$ cat src/rtl/gates_checker_sv.sv
// Stimulus/response engine for a two-input gate block: sweeps {A,B} through 00..11,
// lets each vector settle, samples the five gate outputs and accumulates mismatches.
module gates_checker_sv #(
  parameter int SETTLE = 2,
  parameter int PASSES = 1,
  parameter int ERR_W  = 4
) (
  input  logic             iClk,
  input  logic             iRst_n,
  input  logic             iStart,
  output logic             oA,
  output logic             oB,
  input  logic             iAND,
  input  logic             iOR,
  input  logic             iNOT,
  input  logic             iNAND,
  input  logic             iNAND2,
  output logic             oBusy,
  output logic             oDone,
  output logic             oPass,
  output logic [ERR_W-1:0] oErrCnt,
  output logic [4:0]       oErrVec,
  output logic [1:0]       oVecIdx
);

  localparam int SET_W = (SETTLE > 1) ? $clog2(SETTLE) : 1;
  localparam int PAS_W = (PASSES > 1) ? $clog2(PASSES) : 1;
  localparam logic [ERR_W-1:0] ERR_MAX = {ERR_W{1'b1}};

  typedef enum logic [1:0] {IDLE, DRIVE, SAMPLE, DONE} state_t;

  state_t             state_q, state_d;
  logic [SET_W-1:0]   settle_q, settle_d;
  logic [PAS_W-1:0]   sweep_q, sweep_d;
  logic [1:0]         vec_q, vec_d;
  logic               a_q, a_d, b_q, b_d;
  logic [ERR_W-1:0]   errCnt_q, errCnt_d;
  logic [4:0]         errVec_q, errVec_d;
  logic               done_q, done_d, pass_q, pass_d;
  logic [4:0]         mis;

  // Expected values come from the registered drive bits, not from vec, so they
  // always match what the gate block is actually seeing.
  always_comb begin
    mis[0] = iAND   ^ (a_q & b_q);
    mis[1] = iOR    ^ (a_q | b_q);
    mis[2] = iNOT   ^ ~a_q;
    mis[3] = iNAND  ^ ~(a_q & b_q);
    mis[4] = iNAND2 ^ ~(a_q & b_q);
  end

  always_comb begin
    state_d  = state_q;
    settle_d = settle_q;
    sweep_d  = sweep_q;
    vec_d    = vec_q;
    a_d      = a_q;
    b_d      = b_q;
    errCnt_d = errCnt_q;
    errVec_d = errVec_q;
    done_d   = done_q;
    pass_d   = pass_q;
    case (state_q)
      IDLE, DONE: begin
        if (iStart) begin
          state_d  = DRIVE;
          settle_d = '0;
          sweep_d  = '0;
          vec_d    = '0;
          a_d      = 1'b0;
          b_d      = 1'b0;
          errCnt_d = '0;
          errVec_d = '0;
          done_d   = 1'b0;
          pass_d   = 1'b0;
        end
      end
      DRIVE: begin
        if (settle_q == SET_W'(SETTLE - 1)) begin
          state_d  = SAMPLE;
          settle_d = '0;
        end else begin
          settle_d = settle_q + SET_W'(1);
        end
      end
      SAMPLE: begin
        errVec_d = errVec_q | mis;
        if ((|mis) && (errCnt_q != ERR_MAX)) begin
          errCnt_d = errCnt_q + ERR_W'(1);
        end
        if ((vec_q == 2'd3) && (sweep_q == PAS_W'(PASSES - 1))) begin
          state_d = DONE;
          done_d  = 1'b1;
          pass_d  = (errCnt_d == '0);
          a_d     = 1'b0;
          b_d     = 1'b0;
        end else begin
          state_d = DRIVE;
          vec_d   = vec_q + 2'd1;
          if (vec_q == 2'd3) begin
            sweep_d = sweep_q + PAS_W'(1);
          end
          a_d = vec_d[1];
          b_d = vec_d[0];
        end
      end
      default: state_d = IDLE;
    endcase
  end

  always_ff @(posedge iClk or negedge iRst_n) begin
    if (!iRst_n) begin
      state_q  <= IDLE;
      settle_q <= '0;
      sweep_q  <= '0;
      vec_q    <= '0;
      a_q      <= 1'b0;
      b_q      <= 1'b0;
      errCnt_q <= '0;
      errVec_q <= '0;
      done_q   <= 1'b0;
      pass_q   <= 1'b0;
    end else begin
      state_q  <= state_d;
      settle_q <= settle_d;
      sweep_q  <= sweep_d;
      vec_q    <= vec_d;
      a_q      <= a_d;
      b_q      <= b_d;
      errCnt_q <= errCnt_d;
      errVec_q <= errVec_d;
      done_q   <= done_d;
      pass_q   <= pass_d;
    end
  end

  assign oA      = a_q;
  assign oB      = b_q;
  assign oBusy   = (state_q == DRIVE) || (state_q == SAMPLE);
  assign oDone   = done_q;
  assign oPass   = pass_q;
  assign oErrCnt = errCnt_q;
  assign oErrVec = errVec_q;
  assign oVecIdx = vec_q;

endmodule

$ cat config.mk
export PLATFORM = sky130hd
export DESIGN_NAME = gates_checker_sv
export DESIGN_NICKNAME = d
export VERILOG_FILES = /design/src/rtl/gates_checker_sv.sv
export SDC_FILE = /design/constraint.sdc
export NUM_CORES = 1
export LEC_CHECK = 0
export CAP_MARGIN = 25
export CORE_UTILIZATION = 45
export DETAILED_ROUTE_END_ITERATION = 8
export PLACE_DENSITY_LB_ADDON = 0.15
export SYNTH_ARGS = -nofsm -noshare
export SYNTH_HDL_FRONTEND = slang
export SYNTH_SLANG_ARGS = --single-unit
$ cat constraint.sdc
create_clock -name iClk -period 3.7 [get_ports iClk]
set_clock_uncertainty 0.05 [all_clocks]
set_input_delay 0.74 -clock iClk [delete_from_list [all_inputs] [get_ports iClk]]
set_output_delay 0.74 -clock iClk [all_outputs]
set_load 0.01 [all_outputs]
==> flow_summary.json, run 1 <==
{
  "insertion_delay_ns": 0.30,
  "post-route-min-period_ns": 2.66,
  "async_reset_ff_share_pct": 100,
  "ios": 24,
  "fin_nets": 166,
  "hpwl_um": 1770,
  "synth_xor_area_share_pct": 3.78,
  "grt.total_usage_pct": 19.3,
  "crit_fanout": 9,
  "drv_cap": 0,
  "arrival_ns": 1.87,
  "max_clock_freq_mhz": 376,
  "worst_slew_pin_slew_ns": 0.875,
  "synth_area_leaders": "dfrtp_1 41%, a21oi_1 6.5%, ha_1 5.4%",
  "cts_tree": "yes",
  "die_w_um": 52.7,
  "wl_um": 2510,
  "crit_type": "reg -> out",
  "die_area_um2": 2780,
  "setup_viol": 0,
  "wl_per_cell_um": 13.8,
  "area_delta_synth_final_pct": 23.5,
  "grt_first_pass_wirelength_um": 3820,
  "grt_pass1_vias": 881,
  "cts-root-buf": "clkbuf_4",
  "synth_top_family_by_area": "compound AO/OA/AOI/OAI gates",
  "synthFlopType": "dfrtp_1",
  "p_per_area_nw_per_um2": 611,
  "postRouteAntennaNets": 0,
  "ys_warn_count": 0,
  "status": "finished clean",
  "synthMuxAreaShare_pct": 5.95,
  "layout-drive-gt1-share_pct": 5.26,
  "critical_path_buf_inv_count": 3,
  "crit_path_top_delay_cell": "clkdlybuf4s50_1",
  "crit_path_max_incr_delay_ns": 0.54,
  "yosysTopAreaCell": "dfrtp_1",
  "ctsResizeCount": 0,
  "drtIter0Drc": 29,
  "synth_cell_type_count": 36,
  "postCtsSetupBuffers": 0,
  "crit_top_cell": "inv_1",
  "synth_nets": 144,
  "p_leak_nw": 0.619,
  "n_antenna_cell": 0,
  "synthAdderAreaFrac_pct": 5.41,
  "drv_slew": 0,
  "yosys.area.top_type_share_pct": 41.1,
  "ir_worst_vdd_v": 0.000464,
  "cts.sinks": 19,
  "cp-end-kind": "output pin",
  "cts_buffer_depth": 2,
  "core_area_um2": 2450,
  "vias_per_cell": 5.59,
  "post-route-period-util_pct": 71.8,
  "rsz0062_at_grt": "false",
  "dr.pass1.iters": 4,
  "layout_common_cells": "23 x clkdlybuf4s50_1, 19 x dfrtp_1, 16 x nor2_1, 15 x a21oi_1, 14 x nand2_1",
  "die_h_um": 52.7,
  "hp-class": "reg -> reg",
  "r2r_slack_ns": 1.55,
  "route.detailed.drc": 0,
  "critPathTopFamily": "buffers and inverters",
  "ys_seq_elements": 19,
  "h-tree-depth": 1,
  "synthSimpleGateAreaFrac_pct": 17.3,
  "syn-cell-area_um2": 1160,
  "clkSlewWorstSetupHoldPaths_ns": 0.11,
  "overflow": 0,
  "num_vias": 1017,
  "gp_congestion": 0.770,
  "grt_max_degree": 21,
  "postSynthAreaPerCell_um2": 8.83,
  "layout.cells.most_common": "clkdlybuf4s50_1",
  "maxSlewHeadroom_pct": 41.5,
  "place_inst": 178,
  "required_ns": 2.91,
  "num_rows": 18,
  "start_util_pct": 47.1,
  "tns_ns": 0,
  "worstSetupStartpointType": "flop",
  "fin_util_pct": 58.2,
  "syn-instance-count": 131,
  "antenna_found_initial": 0,
  "finalHoldViolCount": 0,
  "ctsHoldBuffers": 0,
  "synth_edf_count": 0,
  "stdcell_count": 182,
  "ys_seq_area_share_pct": 41.1,
  "port_buffers": 23,
  "crit_chain": "inv_1 > ha_1 > inv_1 > clkdlybuf4s50_1",
  "numCtsBuffers": 3,
  "synth_compound_area_share_pct": 22.9
}
-- power by group --
group / internal [mW] / switching [mW] / total (mW)
Combinational: 0.193 / 0.265 / 0.457
Sequential: 0.255 / 0.0533 / 0.308
Clock: 0.0420 / 0.0657 / 0.108
-- cells in the mapped netlist (all sizes together), types with 2 or more instances --
cell and number:
o22ai 2, o21ai 10, nand2b 4, inv 5
mux2i 5, clkbuf 6, nand2 14, o31ai 2
nor2b 3, o21a 2, xor2 4, dfrtp 19
nor2 16, nor3 2, a21boi 2, ha 5
a21oi 15
-- sequential cells by signal, indices dropped and copies added (netlist names) --
| signal | cells |
|---|---|
| settle_q | 1 |
| oA | 1 |
| oDone | 1 |
| oErrVec | 5 |
| oB | 1 |
| oErrCnt | 4 |
| oPass | 1 |
| oVecIdx | 2 |
| sweep_q | 1 |
| state_q | 2 |
-- through the flow --
step / area [um^2] / power [mW] / worst slack, ns / hold WS, ns
after detailed placement: 1400 / 0.766 / 1.07 / 0.428
after global routing: 1430 / 0.939 / 0.956 / 0.487
after global placement: 1400 / 0.753 / 1.13 / 0.426
final: 1430 / 0.873 / 1.04 / 0.450
after CTS: 1430 / 0.876 / 1.05 / 0.454
after floorplan: 1160 / 0.600 / 1.66 / 0.394
-- final timing paths --
path / start / end / cells after the start
max: state_q[0] / oBusy / 4
min: sweep_q / sweep_q / 1
max reg2reg: state_q[0] / oPass / 7
min reg2reg: sweep_q / sweep_q / 1
max in group asynchronous: iRst_n / oB / 1
min in group asynchronous: iRst_n / oErrCnt[3] / 1
-- cell families after synthesis --
kind of cell	count (synthesis)
adder cells (fa/ha/maj)	5
XOR/XNOR	5
buffers and inverters	11
flip-flops	19
multiplexers	6
AO/OA/AOI/OAI	41
AND/OR/NAND/NOR	44
-- cell type report --
class                   instances  area [um^2]
multi-input cells             101          641
well taps                      30         37.5
inverters                       5         18.8
fillers                       224         1030
flip-flops and latches         19          475
clock buffers                   4         26.3
repair buffers                 23          230
-- metal layers --
layer  up-vias  part of all wire, %  track usage (%)
met3         8                  4.9             2.61
li1        504                    -                -
met4         0                  2.5             11.0
met2        35                   46             31.2
met1       470                   46             24.4
met5         -                    0                0
(Power assumes the default switching activity.)
==> run 2: changes to the inputs <==
==> constraint.sdc (replaced) <==
create_clock -name iClk -period 2.6 [get_ports iClk]
set_clock_uncertainty 0.05 [all_clocks]
set_input_delay 0.52 -clock iClk [delete_from_list [all_inputs] [get_ports iClk]]
set_output_delay 0.52 -clock iClk [all_outputs]
set_load 0.01 [all_outputs]
==> run 2 against run 1 <==
  * Wire length is 1.4% higher
  * Cell area grew 2.1%
  * Critical path depth stayed put
  * Die area is the same
  * Core utilization rose by 1.2 points
  * First-iteration DRC count rose by 24%
  * Highest routed layer unchanged
  * Via count up 1.5%
  * Power increased by 43%
  * Flip-flop and latch count is the same
  * Combinational power grew 46%
  * Largest power group unchanged
  * Largest cell class unchanged
==> flow_summary.json, run 2 (synthesized netlist as in run 1, its figures left out) <==
{
  "status": "finished clean",
  "ir_worst_vdd_v": 0.000594,
  "insertion_delay_ns": 0.29,
  "tns_ns": 0,
  "worstSetupStartpointType": "flop",
  "fin_nets": 170,
  "grt_max_degree": 20,
  "vias_per_cell": 5.55,
  "wl_per_cell_um": 13.7,
  "maxSlewHeadroom_pct": 69.8,
  "num_vias": 1032,
  "overflow": 0,
  "p_per_area_nw_per_um2": 858,
  "layout-drive-gt1-share_pct": 7.69,
  "start_util_pct": 47.1,
  "route.detailed.drc": 0,
  "gp_congestion": 0.803,
  "cts-root-buf": "clkbuf_4",
  "n_antenna_cell": 0,
  "arrival_ns": 1.83,
  "cts_tree": "yes",
  "antenna_found_initial": 0,
  "numCtsBuffers": 3,
  "grt.total_usage_pct": 21.5,
  "num_rows": 18,
  "worst_slew_pin_slew_ns": 0.449,
  "grt_first_pass_wirelength_um": 4260,
  "p_leak_nw": 0.640,
  "hp-class": "reg -> reg",
  "crit_type": "reg -> out",
  "postRouteAntennaNets": 0,
  "cts.sinks": 19,
  "worst_slack_ns": 0.198,
  "finalHoldViolCount": 0,
  "port_buffers": 23,
  "clkSlewWorstSetupHoldPaths_ns": 0.11,
  "setup_viol": 0,
  "cts_buffer_depth": 2,
  "rsz0062_at_grt": "false",
  "hpwl_um": 1840,
  "cp-end-kind": "output pin",
  "ctsResizeCount": 0,
  "drv_cap": 0,
  "ios": 24,
  "largest_reg_flops": 5,
  "h-tree-depth": 1,
  "drv_slew": 0,
  "post-route-period-util_pct": 92.4,
  "max_clock_freq_mhz": 416,
  "pre_cts_ws_ns": 0.214,
  "required_ns": 2.03,
  "post-route-min-period_ns": 2.40,
  "wl_um": 2540,
  "ctsHoldBuffers": 0,
  "die_h_um": 52.7,
  "area_delta_synth_final_pct": 26.1,
  "die_w_um": 52.7,
  "grt_pass1_vias": 922,
  "die_area_um2": 2780,
  "postCtsSetupBuffers": 0,
  "drtIter0Drc": 36,
  "core_area_um2": 2450,
  "crit_fanout": 9,
  "fillerInstances": 227,
  "layout.cells.most_common": "clkdlybuf4s50_1",
  "layout_common_cells": "23 x clkdlybuf4s50_1, 19 x dfrtp_1, 16 x nor2_1, 15 x a21oi_1, 14 x nand2_1",
  "dr.pass1.iters": 4
}
-- run 2: cell count changes in the layout (fill, tap and decap cells not counted), sizes merged --
cell	delta
buf	+4
-- run 2: power breakdown --
group / internal (mW) / switching [mW]
sequential: 0.363 / 0.0756
clock: 0.0597 / 0.0877
combinational: 0.289 / 0.377
total: 0.711 / 0.540
-- run 2: through the flow --
step	cell area, um^2	utilization (%)	power, mW	hold WS (ns)	instances
after CTS	1460	59.4	1.26	0.457	186
after floorplan	1160	-	0.854	0.174	131
final	1460	59.4	1.25	0.458	186
after global routing	1460	59.4	1.37	0.477	186
after detailed placement	1430	58.4	1.11	0.432	182
after global placement	1430	58.4	1.09	0.431	182
-- run 2: worst paths after layout --
| path | start | end | slack [ns] | depth (start not counted) |
|---|---|---|---|---|
| worst max-delay path | state_q[0] | oBusy | 0.20 | 4 |
| worst min-delay path | sweep_q | sweep_q | 0.46 | 1 |
| worst max register to register | state_q[0] | oErrCnt[3] | 0.71 | 7 |
| worst min register to register | sweep_q | sweep_q | 0.46 | 1 |
| max in group asynchronous | iRst_n | oDone | 1.79 | 2 |
| min in group asynchronous | iRst_n | oErrCnt[2] | 0.50 | 2 |
-- run 2: layer usage --
layer	share of wire, %	track usage, %	up-vias
met2	46	32.3	27
met3	4.4	3.77	4
met5	0	0	-
met4	1.2	9.65	0
met1	48	29.7	492
li1	-	-	509
-- run 2: critical path, stage by stage, from the launching register on --
cell	delay, ns
dfrtp_1	0.41
inv_1	0.06
ha_1	0.39
inv_1	0.14
clkdlybuf4s50_1	0.54
-- run 2: final cells by class --
cell class	instances	area, um^2	share of cell area (%)
clock buffer	4	26.3	1.80
inverter	5	18.8	1.29
multi-input combinational	101	641	43.9
sequential	19	475	32.6
tap	30	37.5	2.57
timing repair buffer	27	260	17.8
